<file path="config.mk">
export PLATFORM = sky130hd
export DESIGN_NAME = wb_lsu_stage
export DESIGN_NICKNAME = d
export VERILOG_FILES = /design/src/rtl/wb_pkg.sv /design/src/rtl/lsu_align.sv /design/src/rtl/wb_lsu_stage.sv
export SDC_FILE = /design/constraint.sdc
export NUM_CORES = 1
export LEC_CHECK = 0
export ABC_AREA = 1
export BUFFER_PORTS_ARGS = -buffer_cell sky130_fd_sc_hd__buf_2
export CORE_MARGIN = 3
export CORE_UTILIZATION = 40
export CTS_BUF_LIST = sky130_fd_sc_hd__clkbuf_8
export DETAILED_ROUTE_END_ITERATION = 6
export PLACE_DENSITY = 0.72
export SYNTH_ARGS = -nofsm -noshare
export SYNTH_HDL_FRONTEND = slang
export SYNTH_SLANG_ARGS = --single-unit
</file>
<file path="constraint.sdc">
create_clock -name clk -period 2.17 [get_ports clk]
set_input_delay 0.3255 -clock clk [delete_from_list [all_inputs] [get_ports clk]]
set_output_delay 0.3255 -clock clk [all_outputs]
set_load 0.1 [all_outputs]
</file>
<file path="src/rtl/wb_pkg.sv">
// Shared encodings for the memory-access / writeback stage: writeback source
// select, load/store size codes and the access state machine.
package wb_pkg;

    localparam logic [1:0] WB_MEM = 2'd0;
    localparam logic [1:0] WB_ALU = 2'd1;
    localparam logic [1:0] WB_PC4 = 2'd2;
    localparam logic [1:0] WB_IMM = 2'd3;

    localparam logic [2:0] F3_B  = 3'b000;
    localparam logic [2:0] F3_H  = 3'b001;
    localparam logic [2:0] F3_W  = 3'b010;
    localparam logic [2:0] F3_D  = 3'b011;
    localparam logic [2:0] F3_BU = 3'b100;
    localparam logic [2:0] F3_HU = 3'b101;
    localparam logic [2:0] F3_WU = 3'b110;

    typedef enum logic [1:0] {
        IDLE   = 2'd0,
        REQ    = 2'd1,
        WAIT_R = 2'd2
    } state_t;

endpackage

</file>
<file path="src/rtl/lsu_align.sv">
// Combinational lane logic: store data shift and byte enables, load lane
// extract with sign/zero extension, and the misaligned/illegal-size flag.
module lsu_align import wb_pkg::*; #(
    parameter  int XLEN = 32,
    localparam int NB   = XLEN / 8,
    localparam int OW   = $clog2(NB)
) (
    input  logic [2:0]      st_f3,
    input  logic [OW-1:0]   st_off,
    input  logic [XLEN-1:0] st_data,
    output logic [NB-1:0]   st_be,
    output logic [XLEN-1:0] st_wdata,
    output logic            st_err,
    input  logic [2:0]      ld_f3,
    input  logic [OW-1:0]   ld_off,
    input  logic [XLEN-1:0] ld_rdata,
    output logic [XLEN-1:0] ld_ext
);

    logic [3:0]      st_bytes;
    logic [3:0]      ld_bytes;
    logic [7:0]      lane_mask;
    logic            illegal;
    logic            sign_bit;
    logic [XLEN-1:0] data_mask;
    logic [XLEN-1:0] ld_shift;

    // Access size in bytes is 1 << funct3[1:0]; the address offset must be a multiple of it.
    always_comb begin
        st_bytes  = 4'd1 << st_f3[1:0];
        lane_mask = 8'((16'd1 << st_bytes) - 16'd1);
        illegal   = (st_f3 == 3'b111) || ((XLEN == 32) && (st_f3 == F3_D || st_f3 == F3_WU));
        st_err    = illegal || ((4'(st_off) & (st_bytes - 4'd1)) != 4'd0);
        st_be     = NB'(lane_mask) << st_off;
        data_mask = '0;
        for (int i = 0; i < NB; i++) begin
            data_mask[i*8 +: 8] = {8{lane_mask[i]}};
        end
        st_wdata = (st_data & data_mask) << {st_off, 3'b000};
    end

    always_comb begin
        ld_bytes = 4'd1 << ld_f3[1:0];
        ld_shift = ld_rdata >> {ld_off, 3'b000};
        case (ld_f3[1:0])
            2'd0:    sign_bit = ld_shift[7];
            2'd1:    sign_bit = ld_shift[15];
            2'd2:    sign_bit = ld_shift[31];
            default: sign_bit = ld_shift[XLEN-1];
        endcase
        sign_bit = sign_bit & ~ld_f3[2];
        ld_ext   = '0;
        for (int i = 0; i < XLEN; i++) begin
            ld_ext[i] = (i < 8 * int'(ld_bytes)) ? ld_shift[i] : sign_bit;
        end
    end

endmodule

</file>
<file path="src/rtl/wb_lsu_stage.sv">
// Memory-access and writeback pipeline stage: issues one data-memory access
// per accepted op (request/grant/response) and produces the writeback result.
module wb_lsu_stage import wb_pkg::*; #(
    parameter  int XLEN = 32,
    parameter  int RD_W = 5,
    localparam int NB   = XLEN / 8
) (
    input  logic            clk,
    input  logic            rst,
    input  logic            in_valid,
    output logic            in_ready,
    input  logic            MemEn,
    input  logic            MemRW,
    input  logic [2:0]      funct3,
    input  logic [1:0]      WBSel,
    input  logic            RegWEn_in,
    input  logic [RD_W-1:0] rd_in,
    input  logic [XLEN-1:0] alu_out,
    input  logic [XLEN-1:0] Wr_data,
    input  logic [XLEN-1:0] pc_plus4,
    input  logic [XLEN-1:0] imm,
    output logic            mem_req,
    output logic            mem_we,
    output logic [XLEN-1:0] mem_addr,
    output logic [XLEN-1:0] mem_wdata,
    output logic [NB-1:0]   mem_be,
    input  logic            mem_gnt,
    input  logic            mem_rvalid,
    input  logic [XLEN-1:0] mem_rdata,
    output logic [XLEN-1:0] WB_Data,
    output logic            wb_valid,
    output logic            RegWEn_out,
    output logic [RD_W-1:0] rd_out,
    output logic            misalign_err,
    output logic [1:0]      dbg_state
);

    localparam int OW = $clog2(NB);

    // Handshake: an op transfers on a cycle where in_valid && in_ready are both high;
    // a memory beat transfers on mem_req && mem_gnt, and load data on mem_rvalid while a load is pending.
    state_t          state, state_nx;
    logic            accept;
    logic            store_done;
    logic            load_done;
    logic            st_err;
    logic [NB-1:0]   st_be;
    logic [XLEN-1:0] st_wdata;
    logic [XLEN-1:0] ld_ext;
    logic [XLEN-1:0] src_sel;
    logic [XLEN-1:0] op_src;
    logic [2:0]      op_f3;
    logic [1:0]      op_wbsel;
    logic            op_regwen;
    logic [RD_W-1:0] op_rd;
    logic [OW-1:0]   op_off;

    lsu_align #(.XLEN(XLEN)) u_align (
        .st_f3    (funct3),
        .st_off   (alu_out[OW-1:0]),
        .st_data  (Wr_data),
        .st_be    (st_be),
        .st_wdata (st_wdata),
        .st_err   (st_err),
        .ld_f3    (op_f3),
        .ld_off   (op_off),
        .ld_rdata (mem_rdata),
        .ld_ext   (ld_ext)
    );

    always_comb begin
        case (WBSel)
            WB_ALU:  src_sel = alu_out;
            WB_PC4:  src_sel = pc_plus4;
            WB_IMM:  src_sel = imm;
            default: src_sel = '0;
        endcase
    end

    always_ff @(posedge clk or negedge rst) begin
        if (!rst) state <= IDLE;
        else      state <= state_nx;
    end

    // A grant that coincides with load data completes the load directly.
    always_comb begin
        state_nx = state;
        case (state)
            IDLE:    if (accept && MemEn && !st_err) state_nx = REQ;
            REQ:     if (mem_gnt) state_nx = (mem_we || mem_rvalid) ? IDLE : WAIT_R;
            WAIT_R:  if (mem_rvalid) state_nx = IDLE;
            default: state_nx = IDLE;
        endcase
    end

    always_comb begin
        in_ready   = (state == IDLE);
        mem_req    = (state == REQ);
        dbg_state  = state;
        accept     = in_valid && in_ready;
        store_done = (state == REQ) && mem_gnt && mem_we;
        load_done  = ((state == REQ) && mem_gnt && !mem_we && mem_rvalid) ||
                     ((state == WAIT_R) && mem_rvalid);
    end

    always_ff @(posedge clk or negedge rst) begin
        if (!rst) begin
            wb_valid     <= 1'b0;
            misalign_err <= 1'b0;
            RegWEn_out   <= 1'b0;
            WB_Data      <= '0;
            rd_out       <= '0;
            mem_we       <= 1'b0;
            mem_addr     <= '0;
            mem_wdata    <= '0;
            mem_be       <= '0;
            op_src       <= '0;
            op_f3        <= '0;
            op_wbsel     <= '0;
            op_regwen    <= 1'b0;
            op_rd        <= '0;
            op_off       <= '0;
        end else begin
            wb_valid     <= 1'b0;
            misalign_err <= 1'b0;
            RegWEn_out   <= 1'b0;
            if (accept) begin
                if (!MemEn || st_err) begin
                    wb_valid     <= 1'b1;
                    misalign_err <= MemEn;
                    RegWEn_out   <= !MemEn && RegWEn_in && (rd_in != '0);
                    WB_Data      <= src_sel;
                    rd_out       <= rd_in;
                end else begin
                    mem_addr  <= {alu_out[XLEN-1:OW], {OW{1'b0}}};
                    mem_we    <= MemRW;
                    mem_be    <= st_be;
                    mem_wdata <= MemRW ? st_wdata : '0;
                    op_src    <= src_sel;
                    op_f3     <= funct3;
                    op_wbsel  <= WBSel;
                    op_regwen <= RegWEn_in;
                    op_rd     <= rd_in;
                    op_off    <= alu_out[OW-1:0];
                end
            end
            if (store_done) begin
                wb_valid <= 1'b1;
                mem_we   <= 1'b0;
                WB_Data  <= op_src;
                rd_out   <= op_rd;
            end
            if (load_done) begin
                wb_valid   <= 1'b1;
                WB_Data    <= (op_wbsel == WB_MEM) ? ld_ext : op_src;
                RegWEn_out <= op_regwen && (op_rd != '0);
                rd_out     <= op_rd;
            end
        end
    end

endmodule

</file>
==> results.md <==
- Status: completed
- Final Hold Fails: 0
- Core Area: about 0.021 mm2
- Vias: between 9,000 and 10,000
- Number of global-route vias before repair: 8,974
- Power Total: approximately 0.013 W
- Placer Congestion: roughly 0.90
- Final Core Density: a little over 50%
- Post-synthesis mux area share: 0%
- Final Max Slew Viols: 0
- Post-synthesis register bit count: around 150
- MaxCap Viol Count: 0
- Synth Area in XOR/XNOR: 0%
- DR top layer: met5
- Hold Path End: op_regwen$_DFFE_PN0P_
- Synth Area in Simple Gates: between 20% and 30%
- Placed Cells: about 1,800
- First-pass GRT wire length: roughly 49,000 um
- Met3 WL: between 2000 and 3000 um
- Setup Buffers After CTS: 0
- Post-CTS sizing: 0
- Htree depth: 4
- Fin area: 0.0111 mm2
- Avg Cell Area, Syn: a little under 7 um2
- Max_slew headroom: 54.9%
- Reg2reg setup slack: approximately 0.30 ns
- Startpoint Class: flop
- DRT Pass-1 Iters: 5
- Area after DPL: 0.0106 mm2
- Met2 wire length: 13,700 um
- Peak VDD IR: 0.000614 V
- Pwr/cell area: between 1000 and 1500 mW/mm2
- Crit path cell chain: nor2_4 -> buf_2
- Reg2Reg Depth: 10
- Post-Synth Adder-Cell Area: less than 1%
- Worst Skew: roughly 0.017 ns
- Tightest Pin Transition: around 0.68 ns
- Largest net degree at the start of global routing: 95
- Die area: 0.0239 mm2
- Buffers on Ports: approximately 290
- Worst r2r src: dbg_state[0]$_DFFE_PN0P_
- Reg2reg end: WB_Data[19]$_DFFE_PN0P_
- Site Rows: between 50 and 60
- Met1 WL: around 13,000 um
- CP endpoint kind: output port
- Starting Density: just over 40%
- Max Clock Freq: approximately 520 MHz
- Die X: about 150 um
- GRT Overall Usage: approximately a quarter
- Cts bufs inserted: 17
- Crit path kind: reg2out
- Drt wl/cell: roughly 17 um
- Worst-skew pair later-pin latency: around 0.46 ns
- Reg clk slew, reported paths: ~0.090 ns
- Setup Viol. Count Final: 0
- Via density: a little over 5
- Clk sinks: between 150 and 200
- Hold Worst Slack: slightly below 0.09 ns
- I/O pins: ~290
- Cell chosen for the clock root: clkbuf_8
- Critical Path AT: about 1.6 ns
- Die height: around 150 um
- Fin crit period: ~1.9 ns
- Hold Path Class: in2reg
- Antenna violations before repair: 3
- Static Leak: 5.92 nW
- Syn. warnings: 0
- RSZ-0062 raised after global routing: false
- Crit share post-route: between 80 and 90%
- Synth Area in Compound Gates: between 15 and 20%
- CTS tree: yes
- Yosys cell types: 34
- Sequential area share after synthesis: 43.6%
- First-iteration detailed-routing DRC count: roughly 740
- Ant diodes: 0
- Area of the mapped netlist: ~0.0088 mm2
- Nets@finish: between 1,500 and 2,000
- Critical Path Max Stage Delay: around 0.53 ns
- Mapped Cells: about 1,300
- Non-filler cells, final: between 1,500 and 2,000
- Remaining Overflow, GRT: 0
- Clock buffer depth: 2
- Number of remaining DRC errors: 0
- Hold Crit Depth: 3
- CP Max Fanout: 6
- Critical-path top delay cell: dfrtp_4
- Largest family of logic cells by synthesized area: simple AND/OR/NAND/NOR gates
- Share of layout cells above drive strength 1: approximately a quarter
- Final HPWL from detailed placement: about 23,000 um
- Hold wc startpoint: RegWEn_in
- Final wirelength: 30,900 um
- CP Data Required Time: ~1.8 ns
- Final ANT Viol Nets: 0
- Area growth syn-to-layout: 25.5%
## Yosys cell counts
cell	count	area (um2)
nand2_4	2	22.5
buf_6	4	45.0
nor2_4	2	22.5
nor2_2	3	18.8
o31ai_2	4	50.1
clkbuf_2	1	5.00
o22ai_1	8	50.1
buf_1	2	7.51
nand4_1	3	18.8
buf_2	30	150
nand3_2	3	30.0
a31o_2	1	8.76
nor3_1	2	10.0
o31ai_1	3	22.5
o21ai_1	25	125
a21oi_1	93	465
clkinv_1	1	3.75
o21ai_0	128	641
a31oi_1	12	75.1
clkbuf_1	37	139
nor3_4	1	16.3
ha_1	1	12.5
buf_4	8	60.1
o21ai_4	1	16.3
inv_2	6	22.5
inv_1	88	330
nand3_1	51	255
nand2_1	486	1820
nor2_1	107	402
conb_1	1	3.75
o211ai_1	16	120
nor4_1	1	6.26
dfrtp_1	154	3850
nand2_2	2	12.5
## state kept, by name (all words and copies together), names as in the netlist, 2 cells and up
name / flops
WB_Data: 32
dbg_state: 2
mem_addr: 30
mem_be: 4
mem_wdata: 32
op_f3: 3
op_off: 2
op_rd: 5
op_src: 32
op_wbsel: 2
rd_out: 5
## cell type report
| cell class | instances | area, um2 |
|---|---|---|
| fill | 2169 | 10300 |
| multi-input combinational | 957 | 4270 |
| sequential | 154 | 3860 |
| timing repair buffer | 324 | 1820 |
| inverter | 95 | 362 |
| tap | 275 | 344 |
| clock buffer | 18 | 248 |
| clock inverter | 14 | 194 |
## worst max-delay path: cells and delay by family (launching register included)
kind | cells | cell delay [ns]
flops | 1 | 0.53
buf+inv | 1 | 0.45
simple gates | 1 | 0.16
## where the power goes
| part | switching (W) | internal (W) |
|---|---|---|
| combinational | 0.00515 | 0.00117 |
| sequential | 0.000392 | 0.00351 |
| clock | 0.00117 | 0.00130 |
## worst max path at each step
stage | startpoint | to | slack [ns] | depth (start not counted)
final | dbg_state[1]$_DFFE_PN0P_ | mem_req | 0.26 | 2
after detailed placement | funct3[1] | mem_be[1]$_DFFE_PN0P_ | 0.14 | 10
after global placement | funct3[1] | mem_be[1]$_DFFE_PN0P_ | 0.18 | 10
after global routing | op_off[0]$_DFFE_PN0P_ | WB_Data[24]$_DFFE_PN0P_ | 0.10 | 9
after CTS | dbg_state[1]$_DFFE_PN0P_ | mem_req | 0.23 | 2
after floorplan | dbg_state[0]$_DFFE_PN0P_ | WB_Data[10]$_DFFE_PN0P_ | -0.05 | 10
## what timing repair did
item,in CTS,in global routing
endpoints found under the setup margin,0,0
hold buffers,1,0
hold endpoints to repair,58,0
## cell usage in the layout, fill, tap and decap left out, drive strengths merged
cell type,n
clkbuf,18
a21oi,93
nor3,3
a31oi,12
clkinv,3
clkinvlp,2
nand4,3
a31o,1
buf,323
nor4,1
inv,100
nand3,54
o22ai,8
ha,1
dfrtp,154
bufinv,4
o31ai,7
nand2,490
conb,2
nor2,112
o21ai,154
o211ai,16
dlygate4sd3,1
## cells by family after synthesis
| logic type | count (synthesis) |
|---|---|
| flip-flops | 154 |
| other | 1 |
| buffers and inverters | 177 |
| adder cells (fa/ha/maj) | 1 |
| AO/OA/AOI/OAI | 291 |
| AND/OR/NAND/NOR | 663 |
## routing by layer
layer,track usage [%],vias up
met1,35.5,4352
li1,-,4650
met4,7.28,6
met2,39.1,441
met3,7.11,51
met5,0,-
## metrics by stage
stage / TNS, ns / worst slack, ns
finish: 0 / 0.257
global route: 0 / 0.104
CTS: 0 / 0.225
detailed placement: 0 / 0.145
global placement: 0 / 0.180
floorplan: -1.13 / -0.0479
Power figures use the tool's default switching activity.
